$ cat src/rtl/bwm_div.sv
// Sequential signed divider (restoring, on magnitudes) with start/busy/done handshake.
// Truncating quotient/remainder; the inverse of the Baugh-Wooley signed multiplier.
module bwm_div #(
  parameter int N = 8,
  parameter int M = 4
) (
  input  logic         clk,
  input  logic         rst_n,
  input  logic         start,
  input  logic [N-1:0] a,
  input  logic [M-1:0] b,
  output logic [N-1:0] q,
  output logic [M-1:0] r,
  output logic         busy,
  output logic         done,
  output logic         dz,
  output logic         ovf
);

  localparam int CW = $clog2(N + 1);

  typedef enum logic [1:0] {IDLE, CALC, FIX} state_t;

  state_t        state, state_nxt;
  logic [CW-1:0] cnt;
  logic [N-1:0]  dvd;       // dividend magnitude shifting out, quotient bits shifting in
  logic [N:0]    rem;
  logic [M-1:0]  b_mag;
  logic          sign_a, sign_b, zero_b, ovf_case;
  logic [N:0]    trial;
  logic [N:0]    b_ext;
  logic          q_bit;
  logic          unused_bits;

  assign trial       = {rem[N-1:0], dvd[N-1]};
  assign b_ext       = {{(N+1-M){1'b0}}, b_mag};
  assign q_bit       = (trial >= b_ext);
  assign busy        = (state != IDLE);
  // The partial remainder never exceeds |b|, so its top bit is structurally zero.
  assign unused_bits = rem[N];

  always_ff @(posedge clk or negedge rst_n) begin
    if (!rst_n) state <= IDLE;
    else        state <= state_nxt;
  end

  // NOTE: defaulting state_nxt before the case keeps every path assigned, so no latch is inferred.
  always_comb begin
    state_nxt = state;
    case (state)
      IDLE: if (start) state_nxt = CALC;
      CALC: if (cnt == CW'(N - 1)) state_nxt = FIX;
      FIX:  state_nxt = IDLE;
      default: state_nxt = IDLE;
    endcase
  end

  // NOTE: every register here, outputs included, is cleared by the async reset so an abort leaves no stale state.
  always_ff @(posedge clk or negedge rst_n) begin
    if (!rst_n) begin
      cnt      <= '0;
      dvd      <= '0;
      rem      <= '0;
      b_mag    <= '0;
      sign_a   <= 1'b0;
      sign_b   <= 1'b0;
      zero_b   <= 1'b0;
      ovf_case <= 1'b0;
      q        <= '0;
      r        <= '0;
      done     <= 1'b0;
      dz       <= 1'b0;
      ovf      <= 1'b0;
    end else begin
      // NOTE: non-blocking assignments throughout; the later done <= 1 in FIX overrides this default.
      done <= 1'b0;
      case (state)
        IDLE: begin
          if (start) begin
            dvd      <= a[N-1] ? -a : a;
            b_mag    <= b[M-1] ? -b : b;
            rem      <= '0;
            cnt      <= '0;
            sign_a   <= a[N-1];
            sign_b   <= b[M-1];
            zero_b   <= (b == '0);
            ovf_case <= (a == {1'b1, {(N-1){1'b0}}}) && (b == '1);
          end
        end
        CALC: begin
          rem <= q_bit ? (trial - b_ext) : trial;
          dvd <= {dvd[N-2:0], q_bit};
          cnt <= cnt + 1'b1;
        end
        FIX: begin
          if (zero_b) begin
            q <= '0;
            r <= '0;
          end else begin
            q <= (sign_a ^ sign_b) ? -dvd : dvd;
            r <= sign_a ? -rem[M-1:0] : rem[M-1:0];
          end
          dz   <= zero_b;
          ovf  <= ovf_case & ~zero_b;
          done <= 1'b1;
        end
        default: ;
      endcase
    end
  end

endmodule

$ cat config.mk
export PLATFORM = sky130hd
export DESIGN_NAME = bwm_div
export DESIGN_NICKNAME = d
export VERILOG_FILES = /design/src/rtl/bwm_div.sv
export SDC_FILE = /design/constraint.sdc
export NUM_CORES = 1
export LEC_CHECK = 0
export CAP_MARGIN = 20
export CORE_MARGIN = 2
export CORE_UTILIZATION = 50
export CTS_CLUSTER_DIAMETER = 200
export DETAILED_ROUTE_END_ITERATION = 8
export PLACE_DENSITY = 0.76
export RECOVER_POWER = 25
export SLEW_MARGIN = 20
export SYNTH_ARGS = -nofsm -noshare
export SYNTH_HDL_FRONTEND = slang
export SYNTH_SLANG_ARGS = --single-unit
$ cat constraint.sdc
create_clock -name clk -period 1.8 [get_ports clk]
set_input_delay 0.27 -clock clk [delete_from_list [all_inputs] [get_ports clk]]
set_output_delay 0.27 -clock clk [all_outputs]
set_load 0.03 [all_outputs]
==> results of run 1 <==
[sequential cells by signal (all words and copies together), names as in the netlist]
name	flops
sign_a	1
rem	8
zero_b	1
ovf	1
r	4
dvd	8
q	8
state	2
ovf_case	1
sign_b	1
cnt	4
dz	1
b_mag	4
done	1
[logic make-up (layout without fill, tap and decap cells)]
kind of cell | after synthesis | in the layout | synth area share
buffers and inverters | 28 | 74 | 0.0453
flip-flops | 45 | 45 | 0.453
XOR/XNOR | 17 | 17 | 0.0599
AO/OA/AOI/OAI | 64 | 64 | 0.161
multiplexers | 12 | 12 | 0.0498
AND/OR/NAND/NOR | 86 | 86 | 0.173
adder cells (fa/ha/maj) | 11 | 11 | 0.0584
[critical path, delay by kind of cell (launching register included)]
family                     cells  cell delay [ns]
and+or+nand+nor                3             0.65
AOI/OAI and AO/OA              2             0.29
adders and majority gates      1             0.31
DFF                            1             0.42
[worst paths after layout]
kind / start / endpoint / slack [ns]
min in group asynchronous: rst_n / done$_DFF_PN0_ / 0.49
max in group asynchronous: rst_n / dvd[4]$_DFFE_PN0P_ / 0.38
worst min-delay path: r[0]$_DFFE_PN0P_ / r[0]$_DFFE_PN0P_ / 0.48
worst max-delay path: rem[1]$_DFFE_PN0P_ / rem[5]$_DFFE_PN0P_ / 0.06
worst min register to register: r[0]$_DFFE_PN0P_ / r[0]$_DFFE_PN0P_ / 0.48
worst max register to register: rem[1]$_DFFE_PN0P_ / rem[5]$_DFFE_PN0P_ / 0.06
[power by group through the flow]
stage               Combinational, mW  Sequential [mW]  Clock [mW]
finish                           3.31             1.89       0.702
global route                     3.65             1.96       0.759
CTS                              3.16             1.88       0.719
detailed placement               3.13             1.89           0
global placement                 3.01             1.87           0
floorplan                        2.03             2.02           0
[repair_timing]
action | 4_1_cts | 5_1_grt
setup endpoints to repair | 4 | 8
pin swaps | 0 | 4
endpoints found under the hold margin | 22 | 0
hold buffers | 1 | 0
buffers inserted | 0 | 2
gates resized for setup | 3 | 11
[layout make-up]
cell class	instances	share of cell area
Multi-Input combinational cell	190	0.416
Tap cell	67	0.0269
Clock buffer	7	0.0309
Timing Repair Buffer	51	0.143
Sequential cell	45	0.362
Clock inverter	1	0.00281
Inverter	15	0.0181
[metal layers]
metal,part of all wire,global-route usage
met5,0,0
met1,0.47,0.291
met4,0.016,0.0734
met3,0.034,0.0407
met2,0.48,0.340
[layout by cell type (no fill, tap or decap), drive strengths merged, types with 3 or more instances in the layout]
master and instances:
a22oi 5, inv 16, dfrtp 45, clkdlybuf4s50 28, buf 18, o21ai 31, nand2b 4, nor2b 3
ha 10, nor3 4, nand3 9, nor4 4, nand4 3, xor2 6, o31ai 9, nor2 16
a21oi 9, mux2i 9, clkbuf 10, xnor2 11, nand2 37, mux2 3
[metrics by stage]
stage               power, mW  cells  setup TNS, ns  instance area (µm²)
detailed placement       5.03    365         -0.179                 2950
floorplan                4.05    263              0                 2490
CTS                      5.75    374              0                 3060
global route             6.37    376        -0.0166                 3110
finish                   5.91    376              0                 3110
global placement         4.88    365        -0.0596                 2950
==> reports/results.ini, run 1 <==
[run_status]
outcome=completed

[timing]
maxSlewHeadroom=0.317
hold_slack_ns=0.483
timing.fmax_mhz=575
hold_viol=0
fin_ws_ns=0.0595
finalClockSkew_ns=0.00407
finalSetupViolCount=0
post-route-period-util=0.967
worstMarginPinSlew_ns=1.02
slew_viol_final=0
period_needed_ns=1.74

[logic_synthesis]
yosysSeqAreaShare=0.453
synth_top_area_frac=0.453
synth.largest_area_cell=dfrtp_1
synth_most_common_cell=dfrtp_1
synth-seq-cells=45
syn_area_um2=2490
synthArstFlopShare=1.00
yosysUniqueCellTypes=42
avgSynthCellArea_um2=9.46
synthCells=263
dominantRegCellSynth=dfrtp_1
synth_edf_count=0
synthTopCellsByCount=45 x dfrtp_1, 37 x nand2_1, 26 x o21ai_1, 16 x nor2_1, 15 x inv_1
synth.net_count=289
ys_top_cells_by_area=dfrtp_1 45%, nand2_1 5.6%, o21ai_1 5.2%
yosysWarnings=0

[clocking]
clock-sinks=45
clock_path_buffers=2
root_buffer=clkbuf_8
cts_tree=done
clock_latency_ns=0.30
clk_pin_slew_ns=0.08
htreeDepth=2
cts_buffers=5

[worst_hold_path]
hold_class=reg -> reg
min_delay_path_depth=2

[global_routing]
grt_max_degree=25
antenna_found_initial=0
grt_overflow=0
first_global_vias=1950
grt_util_all_layers=0.213
grt_first_pass_wirelength_um=8960

[pwr]
p_comb_frac=0.561
peakVddDrop_v=0.000857
power.internal_mw=3.33
p_seq_frac=0.320
power_leakage_nw=1.41
p_clk_frac=0.119
p_sw_mw=2.57
netSwitchingFraction=0.436
p_per_area_nw_per_um2=1900

[drt]
dr.pass1.iters=4
drt_iter0_markers=108
drc=0
drtAntennaViolNets=0
wl_per_cell_um=14.2
dr_total_vias=2052
wirelength_um=5330
viasPerCell=5.46

[floorplan]
rows=25
core_area_um2=4750
die_x_um=74.5
ioPinCount=31
die_area_um2=5550
fp.dieH_um=74.5
start_util=0.523

[layout]
multi_input_area_um2=1300
nets=334
final-seq-area_um2=1130
area_growth_pct=25.2
diodes=0
n_fill_cell=395
fin_util=0.655
drive_gt1_frac=0.139

[worst_setup_path]
cp_data_required_time_ns=2.04
start_kind=register
endpoint_kind=register
r2r_cells=6
cpMaxStageDelayCell=dfrtp_1
max_stage_delay_ns=0.42
cp_max_fo=8
arrival_ns=1.98
path_class=reg -> reg
cp_cell_sequence=ha_4 -> a21o_1 -> nand2_2 -> nand4_4 -> or3b_1 -> o21ai_2

[place]
place_congestion=0.857
pre_cts_ws_ns=-0.0396
hpwl_um=3970
numPortBuffers=30

[run]
max_cap_violations=0

Note: power is estimated with default switching activity, not from simulation.
==> run 2: changes to the inputs <==
--- a/config.mk
+++ b/config.mk
@@ -6,13 +6,12 @@
 export NUM_CORES = 1
 export LEC_CHECK = 0
 export CAP_MARGIN = 20
-export CORE_MARGIN = 2
+export CORE_MARGIN = 3
 export CORE_UTILIZATION = 50
 export CTS_CLUSTER_DIAMETER = 200
 export DETAILED_ROUTE_END_ITERATION = 8
 export PLACE_DENSITY = 0.76
 export RECOVER_POWER = 25
-export SLEW_MARGIN = 20
 export SYNTH_ARGS = -nofsm -noshare
 export SYNTH_HDL_FRONTEND = slang
 export SYNTH_SLANG_ARGS = --single-unit
==> reports/results.ini, run 2 (synthesis gave the netlist of run 1 again) <==
[timing]
fin_ws_ns=0.0692  ; was 0.0595 ns
finalClockSkew_ns=0.00716  ; was 0.00407 ns
period_needed_ns=1.73  ; was 1.74 ns
post-route-period-util=0.962  ; was 0.967
maxSlewHeadroom=0.628  ; was 0.317
tns_ns=0  ; unchanged
finalSetupViolCount=0  ; unchanged
slew_viol_final=0  ; unchanged
worstMarginPinSlew_ns=0.559  ; was 1.02 ns
timing.fmax_mhz=578  ; was 575 MHz
rsz0062_at_grt=yes
hold_viol=0  ; unchanged

[pwr]
power_leakage_nw=1.43  ; was 1.41 nW
p_per_area_nw_per_um2=1900  ; about the same
power_mw=5.97  ; was 5.91 mW
peakVddDrop_v=0.000730  ; was 0.000857 V

[clocking]
cts_buffers=5  ; unchanged
clock-sinks=45  ; unchanged
clk_pin_slew_ns=0.08  ; about the same
root_buffer=clkbuf_8  ; unchanged
clock_path_buffers=2  ; unchanged
htreeDepth=2  ; unchanged
cts_tree=done  ; unchanged
clock_latency_ns=0.30  ; about the same

[drt]
wirelength_um=5280  ; was 5330 µm
viasPerCell=5.43  ; was 5.46
dr_total_vias=2058  ; was 2052
wl_per_cell_um=13.9  ; was 14.2 µm
drtAntennaViolNets=0  ; unchanged
drt_iter0_markers=111  ; was 108
dr.pass1.iters=4  ; unchanged
drc=0  ; unchanged

[floorplan]
die_x_um=76.5  ; was 74.5 µm
ioPinCount=31  ; unchanged
die_area_um2=5860  ; was 5550 µm²
fp.dieH_um=76.5  ; was 74.5 µm
core_area_um2=4750  ; unchanged
rows=25  ; unchanged
start_util=0.523  ; unchanged

[place]
numPortBuffers=30  ; unchanged
pre_cts_ws_ns=-0.0420  ; was -0.0396 ns
place_congestion=0.793  ; was 0.857
hpwl_um=3950  ; was 3970 µm

[global_routing]
grt_overflow=0  ; unchanged
first_global_vias=1941  ; was 1950
antenna_found_initial=0  ; unchanged
grt_max_degree=24  ; was 25
grt_util_all_layers=0.194  ; was 0.213
grt_first_pass_wirelength_um=9150  ; was 8960 µm

[layout]
final_common_cell=dfrtp_1  ; unchanged
diodes=0  ; unchanged
drive_gt1_frac=0.157  ; was 0.139
final-seq-area_um2=1130  ; unchanged
area_growth_pct=26.6  ; was 25.2%
n_fill_cell=416  ; was 395
reg.largest.list=dvd (8), q (8), rem (8)  ; unchanged
final_cell_mix=45 x dfrtp_1, 37 x nand2_1, 28 x clkdlybuf4s50_1  ; was 45 x dfrtp_1, 35 x nand2_1, 28 x clkdlybuf4s50_1
nets=337  ; was 334
multi_input_area_um2=1310  ; was 1300 µm²

[run]
max_cap_violations=0  ; unchanged

[worst_setup_path]
start_kind=register  ; unchanged
path_class=reg -> reg  ; unchanged
cp_data_required_time_ns=2.00  ; was 2.04 ns
endpoint_kind=register  ; unchanged
cp_max_fo=7  ; was 8
arrival_ns=1.93  ; was 1.98 ns

[run_status]
outcome=completed  ; unchanged

[worst_hold_path]
hold_class=in -> async  ; was reg -> reg

[run 2: cell types whose count changed in the layout (fill, tap and decap cells not counted)]
cell / previous run / this run
buf_4: 18 / 22
clkbuf_1: 2 / 0
clkbuf_2: 1 / 2
clkinv_2: 0 / 1
ha_2: 1 / 0
ha_4: 1 / 2
inv_1: 14 / 12
inv_2: 1 / 3
inv_6: 1 / 0
nand2_1: 35 / 37
nand2_2: 2 / 0
nand3_1: 8 / 7
nand3_2: 1 / 2
[run 2: report_power, final]
| group | internal (mW) | total, mW | switching [mW] | leakage (nW) |
|---|---|---|---|---|
| registers | 1.45 | 1.90 | 0.446 | 0.536 |
| clock network | 0.347 | 0.684 | 0.337 | 0.0542 |
| logic | 1.59 | 3.39 | 1.80 | 0.837 |
[run 2: per-stage QoR]
stage	instances	cell area (µm²)	utilization	hold slack (ns)
6_report	379	3150	0.662	0.474
5_1_grt	379	3150	0.662	0.501
4_1_cts	373	3060	0.644	0.484
3_5_place_dp	364	2950	0.621	0.283
3_3_place_gp	364	2950	0.621	0.279
2_1_floorplan	263	2490	-	-0.0256
[run 2: area by class of cell]
| cell class | instances | share of cell area |
|---|---|---|
| sequential | 45 | 0.358 |
| tap | 67 | 0.0266 |
| multi-input combinational | 190 | 0.415 |
| clock inverter | 1 | 0.00159 |
| clock buffer | 7 | 0.0306 |
| timing repair buffer | 54 | 0.151 |
| inverter | 15 | 0.0179 |
[run 2: final timing paths]
| kind | start | endpoint | slack, ns | cells past startpoint |
|---|---|---|---|---|
| worst max-delay path | b_mag[3]$_DFFE_PN0P_ | rem[1]$_DFFE_PN0P_ | 0.07 | 8 |
| min in group clk | r[0]$_DFFE_PN0P_ | r[0]$_DFFE_PN0P_ | 0.48 | 2 |
| worst min-delay path | rst_n | r[1]$_DFFE_PN0P_ | 0.47 | 2 |
| worst max register to register | b_mag[3]$_DFFE_PN0P_ | rem[1]$_DFFE_PN0P_ | 0.07 | 8 |
| worst min register to register | r[0]$_DFFE_PN0P_ | r[0]$_DFFE_PN0P_ | 0.48 | 2 |
| max in group asynchronous | rst_n | state[1]$_DFFE_PN0P_ | 0.39 | 3 |
[run 2: what timing repair did]
item	CTS	global route
hold endpoints to repair	22	0
resized for setup	3	12
buffers inserted	0	6
endpoints found under the setup margin	4	6
hold buffers	1	0
pin swaps	0	6
[run 2: per-layer routing]
metal,up-vias,global-route usage,part of all wire
met1,1001,0.268,0.47
met4,0,0.0652,0.015
met3,6,0.0390,0.037
met2,36,0.304,0.48
li1,1015,-,-
met5,-,0,0
[run 2: critical path: stages (launching register included)]
cell,delay [ns]
dfrtp_1,0.39
inv_1,0.09
ha_1,0.25
and3_4,0.19
o21ai_2,0.08
nand4_4,0.19
buf_4,0.20
mux2i_1,0.16
o21ai_1,0.07
==> run 3: changes to the inputs <==
--- a/config.mk
+++ b/config.mk
@@ -12,6 +12,8 @@
 export DETAILED_ROUTE_END_ITERATION = 8
 export PLACE_DENSITY = 0.76
 export RECOVER_POWER = 25
+export SLEW_MARGIN = 30
 export SYNTH_ARGS = -nofsm -noshare
 export SYNTH_HDL_FRONTEND = slang
 export SYNTH_SLANG_ARGS = --single-unit
+export TNS_END_PERCENT = 10
==> reports/results.ini, run 3 (synthesis gave the netlist of run 1 again) <==
[run_status]
outcome=completed  ; unchanged

[pwr]
power_mw=5.96  ; was 5.97 mW
peakVddDrop_v=0.000731  ; was 0.000730 V
p_per_area_nw_per_um2=1900  ; about the same
power_leakage_nw=1.42  ; was 1.43 nW

[global_routing]
top_usage_layer=met2  ; unchanged
first_global_vias=1941  ; unchanged
antenna_found_initial=0  ; unchanged
met3_usage=0.0390  ; unchanged
grt_overflow=0  ; unchanged
grt_max_degree=24  ; unchanged
grt_util_all_layers=0.194  ; unchanged
use_met1=0.268  ; unchanged
grt_use_met2=0.304  ; unchanged
grt_first_pass_wirelength_um=9150  ; unchanged

[drt]
dr_total_vias=2052  ; was 2058
wirelength_um=5270  ; was 5280 µm
viasPerCell=5.43  ; about the same
drtAntennaViolNets=0  ; unchanged
dr.pass1.iters=5  ; was 4
drc=0  ; unchanged
wl_per_cell_um=13.9  ; about the same
drt_iter0_markers=88  ; was 111

[floorplan]
ioPinCount=31  ; unchanged
core_area_um2=4750  ; unchanged
fp.dieH_um=76.5  ; unchanged
die_x_um=76.5  ; unchanged
start_util=0.523  ; unchanged
die_area_um2=5860  ; unchanged
rows=25  ; unchanged

[clocking]
cts_buffers=5  ; unchanged
clock-sinks=45  ; unchanged
clock_latency_ns=0.30  ; about the same
clock_path_buffers=2  ; unchanged
root_buffer=clkbuf_8  ; unchanged
cts_tree=done  ; unchanged
htreeDepth=2  ; unchanged
clk_pin_slew_ns=0.08  ; about the same

[layout]
drive_gt1_frac=0.154  ; was 0.157
final_common_cell=dfrtp_1  ; unchanged
final_cell_mix=45 x dfrtp_1, 37 x nand2_1, 28 x clkdlybuf4s50_1  ; unchanged
reg.largest.list=dvd (8), q (8), rem (8)  ; unchanged
diodes=0  ; unchanged
stdcell_count=378  ; was 379
nets=336  ; was 337
area_growth_pct=26.3  ; was 26.6%
fin_util=0.661  ; was 0.662
final_cell_area_um2=3140  ; was 3150 µm²

[timing]
finalClockSkew_ns=0.00866  ; was 0.00716 ns
timing.fmax_mhz=580  ; was 578 MHz
slew_viol_final=0  ; unchanged
tns_ns=0  ; unchanged
hold_viol=0  ; unchanged
maxSlewHeadroom=0.627  ; was 0.628
rsz0062_at_grt=yes  ; unchanged
post-route-period-util=0.959  ; was 0.962
worstMarginPinSlew_ns=0.559  ; about the same
period_needed_ns=1.73  ; about the same
finalSetupViolCount=0  ; unchanged
fin_ws_ns=0.0745  ; was 0.0692 ns
hold_slack_ns=0.472  ; was 0.474 ns

[worst_hold_path]
hold_class=in -> async  ; unchanged

[worst_setup_path]
endpoint_kind=register  ; unchanged
path_class=reg -> reg  ; unchanged
cp_cell_sequence=ha_4 -> a21o_1 -> nand2_1 -> nand4_4 -> or3b_1 -> o21ai_2  ; was inv_1 -> ha_1 -> and3_4 -> o21ai_2 -> nand4_4 -> buf_4 -> mux2i_1 -> o21ai_1
cp_max_fo=7  ; unchanged
start_kind=register  ; unchanged
arrival_ns=1.96  ; was 1.93 ns
cp_data_required_time_ns=2.03  ; was 2.00 ns
max_stage_delay_ns=0.42  ; was 0.39 ns
cpMaxStageDelayCell=dfrtp_1  ; unchanged

[run]
max_cap_violations=0  ; unchanged

[place]
hpwl_um=3950  ; unchanged
numPortBuffers=30  ; unchanged
place_area_um2=2950  ; unchanged
place_inst=364  ; unchanged
pre_cts_ws_ns=-0.0420  ; unchanged
place_congestion=0.793  ; unchanged

## run 3: worst max-delay path: cells and delay by family, from the launching register on
| family | cells | cell delay (ns) |
|---|---|---|
| compound gates | 2 | 0.30 |
| simple gates | 3 | 0.64 |
| fa+ha+maj | 1 | 0.30 |
| flops | 1 | 0.42 |
## run 3: metal layers
| metal | part of all wire | up-vias |
|---|---|---|
| met5 | 0 | - |
| met4 | 0.015 | 0 |
| met3 | 0.048 | 6 |
| met2 | 0.48 | 55 |
| met1 | 0.46 | 974 |
| li1 | - | 1017 |
## run 3: worst paths after layout
path | startpoint | endpoint | slack, ns | cells past startpoint
max | rem[1]$_DFFE_PN0P_ | rem[5]$_DFFE_PN0P_ | 0.07 | 6
min | rst_n | r[1]$_DFFE_PN0P_ | 0.47 | 2
max reg2reg | rem[1]$_DFFE_PN0P_ | rem[5]$_DFFE_PN0P_ | 0.07 | 6
min reg2reg | r[0]$_DFFE_PN0P_ | r[0]$_DFFE_PN0P_ | 0.48 | 2
max in group asynchronous | rst_n | state[1]$_DFFE_PN0P_ | 0.39 | 3
min in group clk | r[0]$_DFFE_PN0P_ | r[0]$_DFFE_PN0P_ | 0.48 | 2
## run 3: cell type report
cell class / instances / area [µm²]
Fill cell: 420 / 1610
Inverter: 15 / 56.3
Multi-Input combinational cell: 190 / 1310
Clock buffer: 7 / 96.3
Clock inverter: 1 / 5.00
Tap cell: 67 / 83.8
Timing Repair Buffer: 53 / 467
Sequential cell: 45 / 1130
## run 3: what timing repair did
| item | in CTS | in global routing |
|---|---|---|
| cloned | 0 | 0 |
| gates resized for setup | 3 | 12 |
| pin swaps | 0 | 6 |
| hold buffers | 1 | 0 |
| setup endpoints to repair | 4 | 6 |
| setup buffers | 0 | 5 |
| endpoints found under the hold margin | 22 | 0 |
## run 3: where the power goes
part / internal (mW) / switching, mW / total [mW]
Sequential: 1.45 / 0.442 / 1.89
Clock: 0.347 / 0.338 / 0.685
Combinational: 1.58 / 1.81 / 3.38
Total: 3.38 / 2.59 / 5.96
